$ cat src/rtl/riscv_types.sv
// RISC-V load/store funct3 encodings and lane helpers shared by the LSQ.
package riscv_types;

  localparam int unsigned XLEN = 32;

  localparam logic [2:0] LS_B_fn3  = 3'b000;
  localparam logic [2:0] LS_H_fn3  = 3'b001;
  localparam logic [2:0] LS_W_fn3  = 3'b010;
  localparam logic [2:0] LS_BU_fn3 = 3'b100;
  localparam logic [2:0] LS_HU_fn3 = 3'b101;

  // Picks the addressed byte/half out of the fetched word and extends it.
  function automatic logic [XLEN-1:0] load_extend(input logic [XLEN-1:0] word,
                                                  input logic [1:0]      off,
                                                  input logic [2:0]      f);
    logic [7:0]  b;
    logic [15:0] h;
    logic [XLEN-1:0] r;
    b = word[{off, 3'b000} +: 8];
    h = off[1] ? word[31:16] : word[15:0];
    case (f)
      LS_B_fn3:  r = {{(XLEN-8){b[7]}}, b};
      LS_BU_fn3: r = {{(XLEN-8){1'b0}}, b};
      LS_H_fn3:  r = {{(XLEN-16){h[15]}}, h};
      LS_HU_fn3: r = {{(XLEN-16){1'b0}}, h};
      default:   r = word;
    endcase
    return r;
  endfunction

  function automatic logic ls_misaligned(input logic [2:0] f, input logic [1:0] off);
    return ((f[1:0] == 2'b01) && off[0]) || ((f[1:0] == 2'b10) && (off != 2'b00));
  endfunction

endpackage

$ cat src/rtl/rca_config.sv
// Load/store queue configuration: default depth, entry layout and FSM states.
package rca_config;

  import riscv_types::*;

  localparam int unsigned LSQ_DEPTH_DEFAULT = 4;

  typedef struct packed {
    logic [XLEN-1:0] addr;
    logic [XLEN-1:0] data;
    logic [2:0]      fn3;
    logic            load;
  } lsq_entry_t;

  localparam int unsigned ENTRY_W = $bits(lsq_entry_t);

  typedef enum logic [1:0] {
    IDLE      = 2'd0,
    REQ       = 2'd1,
    WAIT_RESP = 2'd2
  } lsq_state_e;

endpackage

$ cat src/rtl/lsq_fifo.sv
// Request storage for the LSQ: circular buffer with occupancy counter.
module lsq_fifo
  import rca_config::*;
#(
  parameter int unsigned DEPTH = LSQ_DEPTH_DEFAULT
) (
  input  logic               clk,
  input  logic               rst_n,
  input  logic               push,
  input  logic               pop,
  input  logic [ENTRY_W-1:0] wr_entry,
  output logic               full,
  output logic               empty,
  output logic [ENTRY_W-1:0] head
);

  localparam int unsigned PTR_W = $clog2(DEPTH);

  logic [ENTRY_W-1:0] mem [DEPTH];
  logic [PTR_W-1:0]   wr_ptr;
  logic [PTR_W-1:0]   rd_ptr;
  logic [PTR_W:0]     count;
  logic               do_push;
  logic               do_pop;

  assign full    = (count == (PTR_W+1)'(DEPTH));
  assign empty   = (count == '0);
  assign do_push = push & ~full;
  assign do_pop  = pop & ~empty;
  assign head    = mem[rd_ptr];

  always_ff @(posedge clk or negedge rst_n) begin
    if (!rst_n) begin
      wr_ptr <= '0;
      rd_ptr <= '0;
      count  <= '0;
    end else begin
      if (do_push) wr_ptr <= wr_ptr + 1'b1;
      if (do_pop)  rd_ptr <= rd_ptr + 1'b1;
      case ({do_push, do_pop})
        2'b10:   count <= count + 1'b1;
        2'b01:   count <= count - 1'b1;
        default: count <= count;
      endcase
    end
  end

  always_ff @(posedge clk) begin
    if (do_push) mem[wr_ptr] <= wr_entry;
  end

endmodule

$ cat src/rtl/rca_lsq.sv
// Load/store queue: in-order issue of byte/half/word requests to a simple memory port.
// Optional misalignment trap enabled by defining RCA_LSQ_MISALIGN_CHECK_EN.
module rca_lsq
  import riscv_types::*, rca_config::*;
#(
  parameter int unsigned LSQ_DEPTH = LSQ_DEPTH_DEFAULT
) (
  input  logic            clk,
  input  logic            rst_n,
  input  logic [XLEN-1:0] addr,
  input  logic [XLEN-1:0] data,
  input  logic [2:0]      fn3,
  input  logic            load,
  input  logic            store,
  input  logic            new_request,
  output logic            lsq_full,
  output logic [XLEN-1:0] load_data,
  output logic            load_complete,
  output logic [XLEN-1:0] mem_addr,
  output logic [XLEN-1:0] mem_wdata,
  output logic [3:0]      mem_be,
  output logic            mem_rnw,
  output logic            mem_req,
  input  logic            mem_ack,
  input  logic [XLEN-1:0] mem_rdata,
  input  logic            mem_rvalid,
  output logic            misaligned_err
);

  lsq_entry_t         wr_entry;
  lsq_entry_t         head;
  logic [ENTRY_W-1:0] head_bits;
  logic               push;
  logic               pop;
  logic               fifo_full;
  logic               fifo_empty;
  lsq_state_e         state_q;
  lsq_state_e         state_d;
  logic               capture;
  logic [1:0]         pend_off;
  logic [2:0]         pend_fn3;
`ifdef RCA_LSQ_MISALIGN_CHECK_EN
  logic               mis_fire;
`endif

  // A request flagged as both load and store is handled as a store.
  always_comb begin
    wr_entry.addr = addr;
    wr_entry.data = data;
    wr_entry.fn3  = fn3;
    wr_entry.load = load & ~store;
  end

  assign push     = new_request & ~fifo_full;
  assign lsq_full = fifo_full;
  assign head     = lsq_entry_t'(head_bits);

  lsq_fifo #(.DEPTH(LSQ_DEPTH)) u_fifo (
    .clk      (clk),
    .rst_n    (rst_n),
    .push     (push),
    .pop      (pop),
    .wr_entry (wr_entry),
    .full     (fifo_full),
    .empty    (fifo_empty),
    .head     (head_bits)
  );

  always_ff @(posedge clk or negedge rst_n) begin
    if (!rst_n) state_q <= IDLE;
    else        state_q <= state_d;
  end

  // IDLE also looks at this cycle's push so a fresh request issues on the next cycle.
  always_comb begin
    state_d   = state_q;
    pop       = 1'b0;
    capture   = 1'b0;
    mem_req   = 1'b0;
    mem_addr  = '0;
    mem_wdata = '0;
    mem_be    = '0;
    mem_rnw   = 1'b0;
`ifdef RCA_LSQ_MISALIGN_CHECK_EN
    mis_fire  = 1'b0;
`endif
    case (state_q)
      IDLE: begin
        if (!fifo_empty || push) state_d = REQ;
      end
      REQ: begin
`ifdef RCA_LSQ_MISALIGN_CHECK_EN
        if (ls_misaligned(head.fn3, head.addr[1:0])) begin
          pop      = 1'b1;
          mis_fire = 1'b1;
          state_d  = IDLE;
        end else
`endif
        begin
          mem_req  = 1'b1;
          mem_addr = {head.addr[XLEN-1:2], 2'b00};
          mem_rnw  = head.load;
          if (!head.load) begin
            case (head.fn3[1:0])
              2'b00: begin
                mem_be    = 4'b0001 << head.addr[1:0];
                mem_wdata = {4{head.data[7:0]}};
              end
              2'b01: begin
                mem_be    = 4'b0011 << {head.addr[1], 1'b0};
                mem_wdata = {2{head.data[15:0]}};
              end
              default: begin
                mem_be    = 4'b1111;
                mem_wdata = head.data;
              end
            endcase
          end
          if (mem_ack) begin
            pop = 1'b1;
            if (head.load) begin
              capture = 1'b1;
              state_d = WAIT_RESP;
            end else begin
              state_d = IDLE;
            end
          end
        end
      end
      WAIT_RESP: begin
        if (mem_rvalid) state_d = IDLE;
      end
      default: state_d = IDLE;
    endcase
  end

  // Lane offset and size are kept because the head has already been popped by response time.
  always_ff @(posedge clk or negedge rst_n) begin
    if (!rst_n) begin
      pend_off      <= '0;
      pend_fn3      <= '0;
      load_data     <= '0;
      load_complete <= 1'b0;
    end else begin
      load_complete <= 1'b0;
      if (capture) begin
        pend_off <= head.addr[1:0];
        pend_fn3 <= head.fn3;
      end
      if ((state_q == WAIT_RESP) && mem_rvalid) begin
        load_complete <= 1'b1;
        load_data     <= load_extend(mem_rdata, pend_off, pend_fn3);
      end
`ifdef RCA_LSQ_MISALIGN_CHECK_EN
      if (mis_fire && head.load) begin
        load_complete <= 1'b1;
        load_data     <= '0;
      end
`endif
    end
  end

`ifdef RCA_LSQ_MISALIGN_CHECK_EN
  always_ff @(posedge clk or negedge rst_n) begin
    if (!rst_n)        misaligned_err <= 1'b0;
    else if (mis_fire) misaligned_err <= 1'b1;
  end
`else
  assign misaligned_err = 1'b0;
`endif

endmodule

$ cat config.mk
export PLATFORM = sky130hd
export DESIGN_NAME = rca_lsq
export DESIGN_NICKNAME = d
export VERILOG_FILES = /design/src/rtl/riscv_types.sv /design/src/rtl/rca_config.sv /design/src/rtl/lsq_fifo.sv /design/src/rtl/rca_lsq.sv
export SDC_FILE = /design/constraint.sdc
export NUM_CORES = 1
export LEC_CHECK = 0
export CORE_MARGIN = 2
export CORE_UTILIZATION = 30
export DETAILED_ROUTE_END_ITERATION = 10
export HOLD_SLACK_MARGIN = 0.06
export PLACE_DENSITY = 0.6
export SYNTH_ARGS = -nofsm -noshare
export SYNTH_HDL_FRONTEND = slang
export SYNTH_HIERARCHICAL = 1
export SYNTH_SLANG_ARGS = --single-unit
$ cat constraint.sdc
create_clock -name clk -period 3.2 [get_ports clk]
set_clock_uncertainty 0.1 [all_clocks]
set_input_delay 0.48 -clock clk [delete_from_list [all_inputs] [get_ports clk]]
set_output_delay 0.48 -clock clk [all_outputs]
set_load 0.03 [all_outputs]
==> results of run 1 <==
## area by class of cell
class / instances / area [sq um]
fillers: 4018 / 25800
flip-flops and latches: 319 / 9350
multi-input cells: 382 / 3590
repair buffers: 254 / 2620
clock buffers: 46 / 981
well taps: 585 / 732
clock inverters: 19 / 236
inverters: 11 / 41.3
diodes: 1 / 2.50
## metal layers
layer / vias to the layer above / GRT usage (%)
li1: 3431 / -
met1: 3934 / 17.9
met2: 257 / 24.2
met3: 52 / 5.05
met4: 6 / 3.84
met5: - / 0
## what timing repair did
item | in CTS | in global routing
cloned | 4 | 0
hold buffers | 1 | 0
hold endpoints to repair | 30 | 0
resized for setup | 33 | 6
pin swaps | 0 | 3
setup buffers | 9 | 9
setup endpoints to repair | 50 | 27
## power by group
part	switching (W)	internal, W	leakage, nW	total [W]
clock	0.00165	0.00258	0.585	0.00423
combinational	0.00472	0.00362	2.62	0.00834
sequential	0.000471	0.00562	3.05	0.00609
## cells in the final DEF (no fill, tap or decap), types with 14 or more instances in the layout
cell | Yosys | routed
clkbuf_16 | 0 | 38
buf_12 | 7 | 20
buf_4 | 6 | 58
mux2i_1 | 26 | 26
clkdlybuf4s50_1 | 0 | 142
a21oi_1 | 55 | 52
dfrtp_1 | 47 | 45
nor2_1 | 46 | 46
o21ai_0 | 20 | 18
and2_1 | 45 | 41
mux4_2 | 68 | 69
dlygate4sd2_1 | 0 | 25
edfxtp_1 | 272 | 272
mux2_2 | 14 | 14
nand2_1 | 35 | 35
## cells in the mapped netlist, types with 2 or more instances
cell type | number | area (sq um)
buf_12 | 7 | 140
a2bb2oi_1 | 6 | 52.6
nand2_1 | 35 | 131
buf_6 | 3 | 33.8
nor2_1 | 46 | 173
buf_4 | 6 | 45.0
edfxtp_1 | 272 | 8170
ha_1 | 5 | 62.6
xor2_1 | 3 | 26.3
o21ai_0 | 20 | 100
dfrtp_1 | 47 | 1180
inv_1 | 11 | 41.3
mux2_2 | 14 | 158
mux4_2 | 68 | 1530
nor4_1 | 4 | 25.0
mux2i_1 | 26 | 260
and2_1 | 45 | 282
o31a_1 | 2 | 17.5
nand2b_1 | 5 | 31.3
buf_2 | 12 | 60.1
xnor2_1 | 3 | 26.3
nor3_1 | 7 | 35.0
a211o_1 | 6 | 52.6
nor2b_1 | 4 | 25.0
clkbuf_1 | 19 | 71.3
a21oi_1 | 55 | 275
buf_1 | 2 | 7.51
nand3b_1 | 9 | 67.6
## final timing paths
kind,slack (ps),endpoint
max in group asynchronous,1790,load_data[8]
min in group asynchronous,470,load_data[27]
worst max-delay path,60,mem_wdata[24]
worst min-delay path,400,load_data[0]
worst min register to register,420,u_fifo/count[2]
worst max register to register,800,u_fifo/count[2]
## per-stage QoR
step                      instance area, sq um  hold WS [ps]  setup TNS [ps]  power [W]
after detailed placement                 16100           417               0     0.0143
final                                    17600           399               0     0.0187
after global routing                     17600           396            -783     0.0196
after global placement                   16100           396               0     0.0143
after floorplan                          13300          84.4               0     0.0112
after CTS                                17500           354           -28.2     0.0189
## worst min-delay path: stages
cell,delay [ps]
clkdlybuf4s50_1,400
inv_1,60
o32ai_1,60
## state kept, by name, indices dropped and copies added, names as in the netlist
register and cells:
pend_off 2, load_data 32, state_q 2, u_fifo/wr_ptr 2, u_fifo/rd_ptr 2, pend_fn3 3, u_fifo/mem 272, u_fifo/count 3
load_complete 1
## cells by family after synthesis
kind of cell / count (synthesis) / share of synthesized area, %
flops: 319 / 70.5
simple gates: 161 / 6.30
mux: 109 / 14.8
compound gates: 95 / 4.29
buf+inv: 60 / 3.01
fa+ha+maj: 6 / 0.623
xor+xnor: 6 / 0.397
other cells: 1 / 0.0283
==> flow_summary.toml, run 1 <==
[status]
status = "completed"

[global_route]
overflow = 0
grt_max_degree = 69
first_global_vias = 8016
grt_pass1_wl_um = 50400
antenna_found_initial = 4
globalRouteTotalUtil_pct = 14.5

[yosys]
synth-seq-cells = 319
synth_area_sq_um = 13200
ys_seq_area_share_pct = 70.5
postSynthCellCount = 757
synthArstFlopShare_pct = 14.7
syn_area_per_cell_sq_um = 17.5
synth.distinct_cells = 43
synth_edf_count = 272
ys.flop_type = "edfxtp_1"
synth_warnings = 6

[clock_network]
clkTransAtPathRegs_ps = 60
clk_latency_ps = 530
h-tree-depth = 2
root_buffer = "clkbuf_16"
cts_tree = "done"
clock_path_buffers = 3
cts_num_sinks = 319
cts-buffers-inserted = 36

[floorplan]
start_util_pct = 30.6
pin_count = 211
die_x_um = 214
die_height_um = 214
die_area_sq_um = 45900
fp.coreArea_sq_um = 43400
fp-row-count = 76

[hold_path]
hp-class = "in -> reg"
min_from = "mem_rdata[0]"
hold_depth = 3

[sta]
slew_headroom_pct = 50.2
finalCritPeriodShare_pct = 98.1
hold_violations = 0
rsz0062_at_grt = "yes"
slew_viol_final = 0
post-route-min-period_ps = 3140
fmax_ghz = 0.319
setup_viol = 0
setup_slack_ps = 62.4
worst_pin_slew_ps = 747

[layout]
final_cells = 1617
area_growth_pct = 32.5
fin_util_pct = 40.5
nNetsFinal = 1116
drive_above_1_share_pct = 22.9

[placement]
gp_congestion = 0.785
dp_cells = 1528
dp_hpwl_um = 20600
portBuffers = 207
pre_cts_ws_ps = 439

[critical_path]
path_max_fanout = 8
path_class = "reg -> out"
slowest_delay_ps = 570
cp_top_family = "multiplexers"
ff2ff_path_depth = 10
critPathArrivalTime_ps = 2560
path_cells = "buf_12 > buf_16 > mux4_2 > mux2i_1 > nor2_1 > a21oi_1 > nor2_1 > buf_4"
crit_cells = 8
crit-reg2reg-launch = "state_q[1]"
cp.buffers_inverters = 3
startpoint_type = "flop"
critPathRequiredTime_ps = 2620
cp_common_cell = "nor2_1"
cp_slowest_cell = "mux4_2"
end_kind = "output port"
critPathLaunch = "u_fifo/rd_ptr[0]"

[route]
highest_layer = "met5"
drt_wl_total_um = 33300
post-route-drc-count = 0
m1WireLength_um = 13700
drt_pass1_iterations = 5
postRouteAntennaNets = 0
routedWlPerCell_um = 20.6
viasPerCell = 4.75
vias = 7680
met2_length_um = 16200
drt_iter0_drc = 574
wl_met3_um = 2650

[power_and_ir_drop]
power_density_nw_per_um2 = 1060
power.leakage_nw = 6.25
ir_drop_mv = 0.572

[flow_run]
max-cap-violations = 0
Note: power is estimated with default switching activity, not from simulation.
==> run 2: changes to the inputs <==
Settings changed: PLACE_DENSITY 0.6 to not set, PLACE_DENSITY_LB_ADDON set to 0.12.
==> flow_summary.toml, run 2 (synthesis results as in run 1) <==
[status]
status = "completed"

[placement]
dpl_cell_area_sq_um = 16100
dp_cells = 1536
portBuffers = 207
gp_congestion = 0.720
dp_hpwl_um = 21800

[critical_path]
path_max_fanout = 8
critPathRequiredTime_ps = 2620
end_kind = "output port"
rr_endpoint = "u_fifo/count[2]"
path_class = "reg -> out"
critPathArrivalTime_ps = 2600
reg2reg_setup_slack_ps = 830
ff2ff_path_depth = 10
startpoint_type = "flop"
crit-reg2reg-launch = "u_fifo/count[0]"

[clock_network]
root_buffer = "clkbuf_16"
clk_latency_ps = 560
cts_num_sinks = 319
cts-buffers-inserted = 38
clock_path_buffers = 3
clkTransAtPathRegs_ps = 60
cts_tree = "done"
h-tree-depth = 2

[layout]
fillers = 4099
nNetsFinal = 1129
final_common_cell = "edfxtp_1"
area_growth_pct = 33.0
drive_above_1_share_pct = 25.0
final_area_sq_um = 17600
final_cell_mix = "edfxtp_1 (272), clkdlybuf4s50_1 (140), mux4_2 (68), buf_4 (67), a21oi_1 (50)"
largestRegisters = "u_fifo/mem: 272 flops, load_data: 32 flops"
largest_reg_flops = 272
fin_util_pct = 40.6
final_cells = 1635
top_register = "u_fifo/mem"

[floorplan]
start_util_pct = 30.6
die_height_um = 214
fp-row-count = 76
pin_count = 211
die_area_sq_um = 45900
fp.coreArea_sq_um = 43400
die_x_um = 214

[route]
routedWlPerCell_um = 20.9
drt_wl_total_um = 34200
postRouteAntennaNets = 0
drt_pass1_iterations = 4
viasPerCell = 4.63
post-route-drc-count = 0
vias = 7565
drt_iter0_drc = 437

[sta]
post-route-min-period_ps = 3180
hold_violations = 0
slew_viol_final = 0
slew_headroom_pct = 62.0
worst_pin_slew_ps = 570
setup_viol = 0
finalCritPeriodShare_pct = 99.3
rsz0062_at_grt = "yes"
fmax_ghz = 0.315

[global_route]
grt_max_degree = 53
overflow = 0
antenna_found_initial = 4
first_global_vias = 8201
globalRouteTotalUtil_pct = 15.1
grt_pass1_wl_um = 52300

[power_and_ir_drop]
ir_drop_mv = 0.412
power_density_nw_per_um2 = 1060
seqPwrFrac_pct = 32.4
power.leakage_nw = 6.28
netSwitchingPower_w = 0.00690
switching_share_pct = 36.9
power.share.clock_pct = 23.1
combPwrFrac_pct = 44.5
p_int_w = 0.0118

[hold_path]
hp-class = "in -> async"

[flow_run]
max-cap-violations = 0
==> run 2: changes by cell type in the layout (fill, tap and decap cells not counted), moves of 3 or more <==
cell      previous run  this run
buf_4               58        67
buf_6                1         6
clkbuf_2             0         5
clkinv_1             6        11
buf_12              20        16
nor2_1              46        42
nor2_2               0         4
buf_8                0         3
clkbuf_1             8         5
clkinv_2             3         6
==> run 2: power by group through the flow <==
stage               Clock (W)  Combinational, W  Sequential, W
finish                0.00432           0.00834        0.00606
global route          0.00467           0.00899        0.00617
CTS                   0.00449           0.00837        0.00609
detailed placement          0           0.00822        0.00618
global placement            0           0.00825        0.00617
floorplan                   0           0.00486        0.00639
==> run 2: area by class of cell <==
class	instances	area (sq um)	share of cell area, %
antenna	3	7.51	0.0426
inverter	11	41.3	0.234
multi-input combinational	380	3560	20.2
sequential	319	9350	53.1
clock inverter	27	302	1.71
tap	585	732	4.15
timing repair buffer	267	2660	15.1
clock buffer	43	970	5.50
==> run 2: worst max-delay path, cell delays in order (launching register included) <==
cell	delay [ps]
dfrtp_4	420
buf_6	130
mux4_2	580
buf_8	180
buf_4	140
mux2i_1	140
nor2_1	60
a21oi_1	160
nor2_1	70
buf_4	170
==> run 2: routing by layer <==
layer / global-route usage (%) / wire length, um
met1: 19.9 / 15100
met2: 24.6 / 16300
met3: 4.30 / 2030
met4: 3.70 / 651
met5: 0 / 27
==> run 2: timing repair <==
| item | CTS | global route |
|---|---|---|
| cloned | 1 | 0 |
| hold buffers | 1 | 0 |
| endpoints found under the setup margin | 44 | 22 |
| hold endpoints to repair | 21 | 0 |
| pin swaps | 0 | 5 |
| resized for setup | 50 | 18 |
| buffers inserted | 10 | 14 |
==> run 2: worst max-delay path by stage <==
stage / startpoint / to
detailed placement: u_fifo/rd_ptr[0] / mem_addr[23]
floorplan: u_fifo/count[2] / u_fifo/mem[0][0]
global placement: u_fifo/rd_ptr[0] / mem_addr[14]
global route: u_fifo/rd_ptr[0] / mem_wdata[28]
finish: u_fifo/rd_ptr[0] / mem_wdata[30]
CTS: u_fifo/rd_ptr[0] / mem_addr[28]
==> run 2: metrics by stage <==
stage          setup TNS, ps  power (W)  hold slack [ps]  setup slack (ps)
3_5_place_dp               0     0.0144              416               404
2_1_floorplan              0     0.0112             84.4              5.17
5_1_grt                 -587     0.0198              398              -104
4_1_cts                 -127     0.0189              363             -60.8
6_report                   0     0.0187              363              21.0
3_3_place_gp               0     0.0144              410               413
==> run 3: changes to the inputs <==
Settings changed: CTS_CLUSTER_SIZE set to 8.
==> flow_summary.toml, run 3 (synthesis results as in run 1) <==
[layout]
top_register = "u_fifo/mem"
fillers = 4084
nNetsFinal = 1137
fin_util_pct = 40.5
largest_reg_flops = 272
regArea_sq_um = 9350
final_common_cell = "edfxtp_1"
final_area_sq_um = 17600
multi_input_area_sq_um = 3560
largestRegisters = "u_fifo/mem: 272 flops, load_data: 32 flops"
final_cell_mix = "edfxtp_1 (272), clkdlybuf4s50_1 (140), mux4_2 (68), buf_4 (67), a21oi_1 (50)"
area_growth_pct = 32.6
drive_above_1_share_pct = 25.4

[route]
drt_wl_total_um = 34500
routedWlPerCell_um = 21.3
post-route-drc-count = 0
vias = 7644
viasPerCell = 4.72
drt_pass1_iterations = 4
postRouteAntennaNets = 0
drt_iter0_drc = 423

[global_route]
grt_max_degree = 53
overflow = 0
grt.busiest_layer = "met2"
globalRouteTotalUtil_pct = 15.2
use_met1_pct = 19.9
use_met3_pct = 3.65
grt_pass1_wl_um = 52700
use_met2_pct = 24.8
antenna_found_initial = 5
first_global_vias = 8306

[status]
violations = "negative setup slack"
status = "finished, violations left"

[power_and_ir_drop]
power.leakage_nw = 6.25
switching_share_pct = 37.1
p_int_w = 0.0117
netSwitchingPower_w = 0.00693
seqPwrFrac_pct = 32.6
ir_drop_mv = 0.412
power.share.clock_pct = 22.7
power_density_nw_per_um2 = 1060
combPwrFrac_pct = 44.8

[critical_path]
startpoint_type = "flop"
reg2reg_setup_slack_ps = 820
path_max_fanout = 8
critPathArrivalTime_ps = 2620
end_kind = "output port"
path_class = "reg -> out"
critPathRequiredTime_ps = 2620

[sta]
finalCritPeriodShare_pct = 100
rsz0062_at_grt = "yes"
setup_viol = 1
hold_violations = 0
worst_pin_slew_ps = 584
setup_tns_ps = -1.70
fmax_ghz = 0.312
slew_headroom_pct = 61.1
slew_viol_final = 0
post-route-min-period_ps = 3200
setup_slack_ps = -1.70

[clock_network]
clk_latency_ps = 570
cts-buffers-inserted = 45
clock_path_buffers = 3
cts_tree = "done"
root_buffer = "clkbuf_16"
clkTransAtPathRegs_ps = 50
h-tree-depth = 2
cts_num_sinks = 319

[floorplan]
start_util_pct = 30.6
pin_count = 211
fp-row-count = 76
die_x_um = 214
die_height_um = 214
die_area_sq_um = 45900
fp.coreArea_sq_um = 43400

[placement]
dp_hpwl_um = 21800
dpl_cell_area_sq_um = 16100
gp_congestion = 0.720
portBuffers = 207
pre_cts_ws_ps = 404

[flow_run]
max-cap-violations = 0

[hold_path]
hp-class = "in -> async"
## run 3: power groups by stage
stage	clock, W	sequential (W)	combinational (W)
after global placement	0	0.00617	0.00825
after floorplan	0	0.00639	0.00486
final	0.00423	0.00608	0.00836
after global routing	0.00454	0.00617	0.00901
after detailed placement	0	0.00618	0.00822
after CTS	0.00438	0.00610	0.00837
## run 3: worst paths after layout
kind,start,to,depth (start not counted)
min in group clk,mem_rdata[16],load_data[16],3
worst max-delay path,u_fifo/rd_ptr[0],mem_wdata[30],9
worst max register to register,u_fifo/count[0],u_fifo/count[2],10
worst min-delay path,rst_n,load_complete,2
max in group asynchronous,rst_n,load_data[0],3
worst min register to register,u_fifo/count[2],u_fifo/count[2],1
## run 3: timing repair
item / in CTS / in global routing
endpoints found under the hold margin: 21 / 0
hold buffers: 1 / 0
cloned: 1 / 0
gates resized for setup: 56 / 29
setup buffers: 9 / 16
pin swaps: 0 / 5
endpoints found under the setup margin: 47 / 22
## run 3: final cells by class
type / instances / area share (%)
clock buffers: 51 / 6.54
flip-flops and latches: 319 / 53.2
well taps: 585 / 4.17
clock inverters: 3 / 0.378
diodes: 1 / 0.0142
repair buffers: 268 / 15.2
multi-input cells: 380 / 20.3
inverters: 11 / 0.235
## run 3: worst max-delay path: stages (launching register included)
cell     delay (ps)
dfrtp_4         420
buf_6           130
mux4_2          590
buf_8           180
buf_4           140
mux2i_1         140
nor2_1           60
a21oi_1         160
nor2_1           70
buf_4           170
## run 3: stage by stage
| stage | total power [W] | instances | hold slack (ps) |
|---|---|---|---|
| 3_5_place_dp | 0.0144 | 1536 | 416 |
| 4_1_cts | 0.0188 | 1601 | 342 |
| 2_1_floorplan | 0.0112 | 759 | 84.4 |
| 5_1_grt | 0.0197 | 1618 | 392 |
| 6_report | 0.0187 | 1618 | 351 |
| 3_3_place_gp | 0.0144 | 1536 | 410 |
## run 3: per-layer routing
metal | vias to the layer above | wire [um]
met4 | 6 | 886
met5 | - | 37
met2 | 197 | 16600
met1 | 3922 | 15200
met3 | 64 | 1870
li1 | 3455 | -
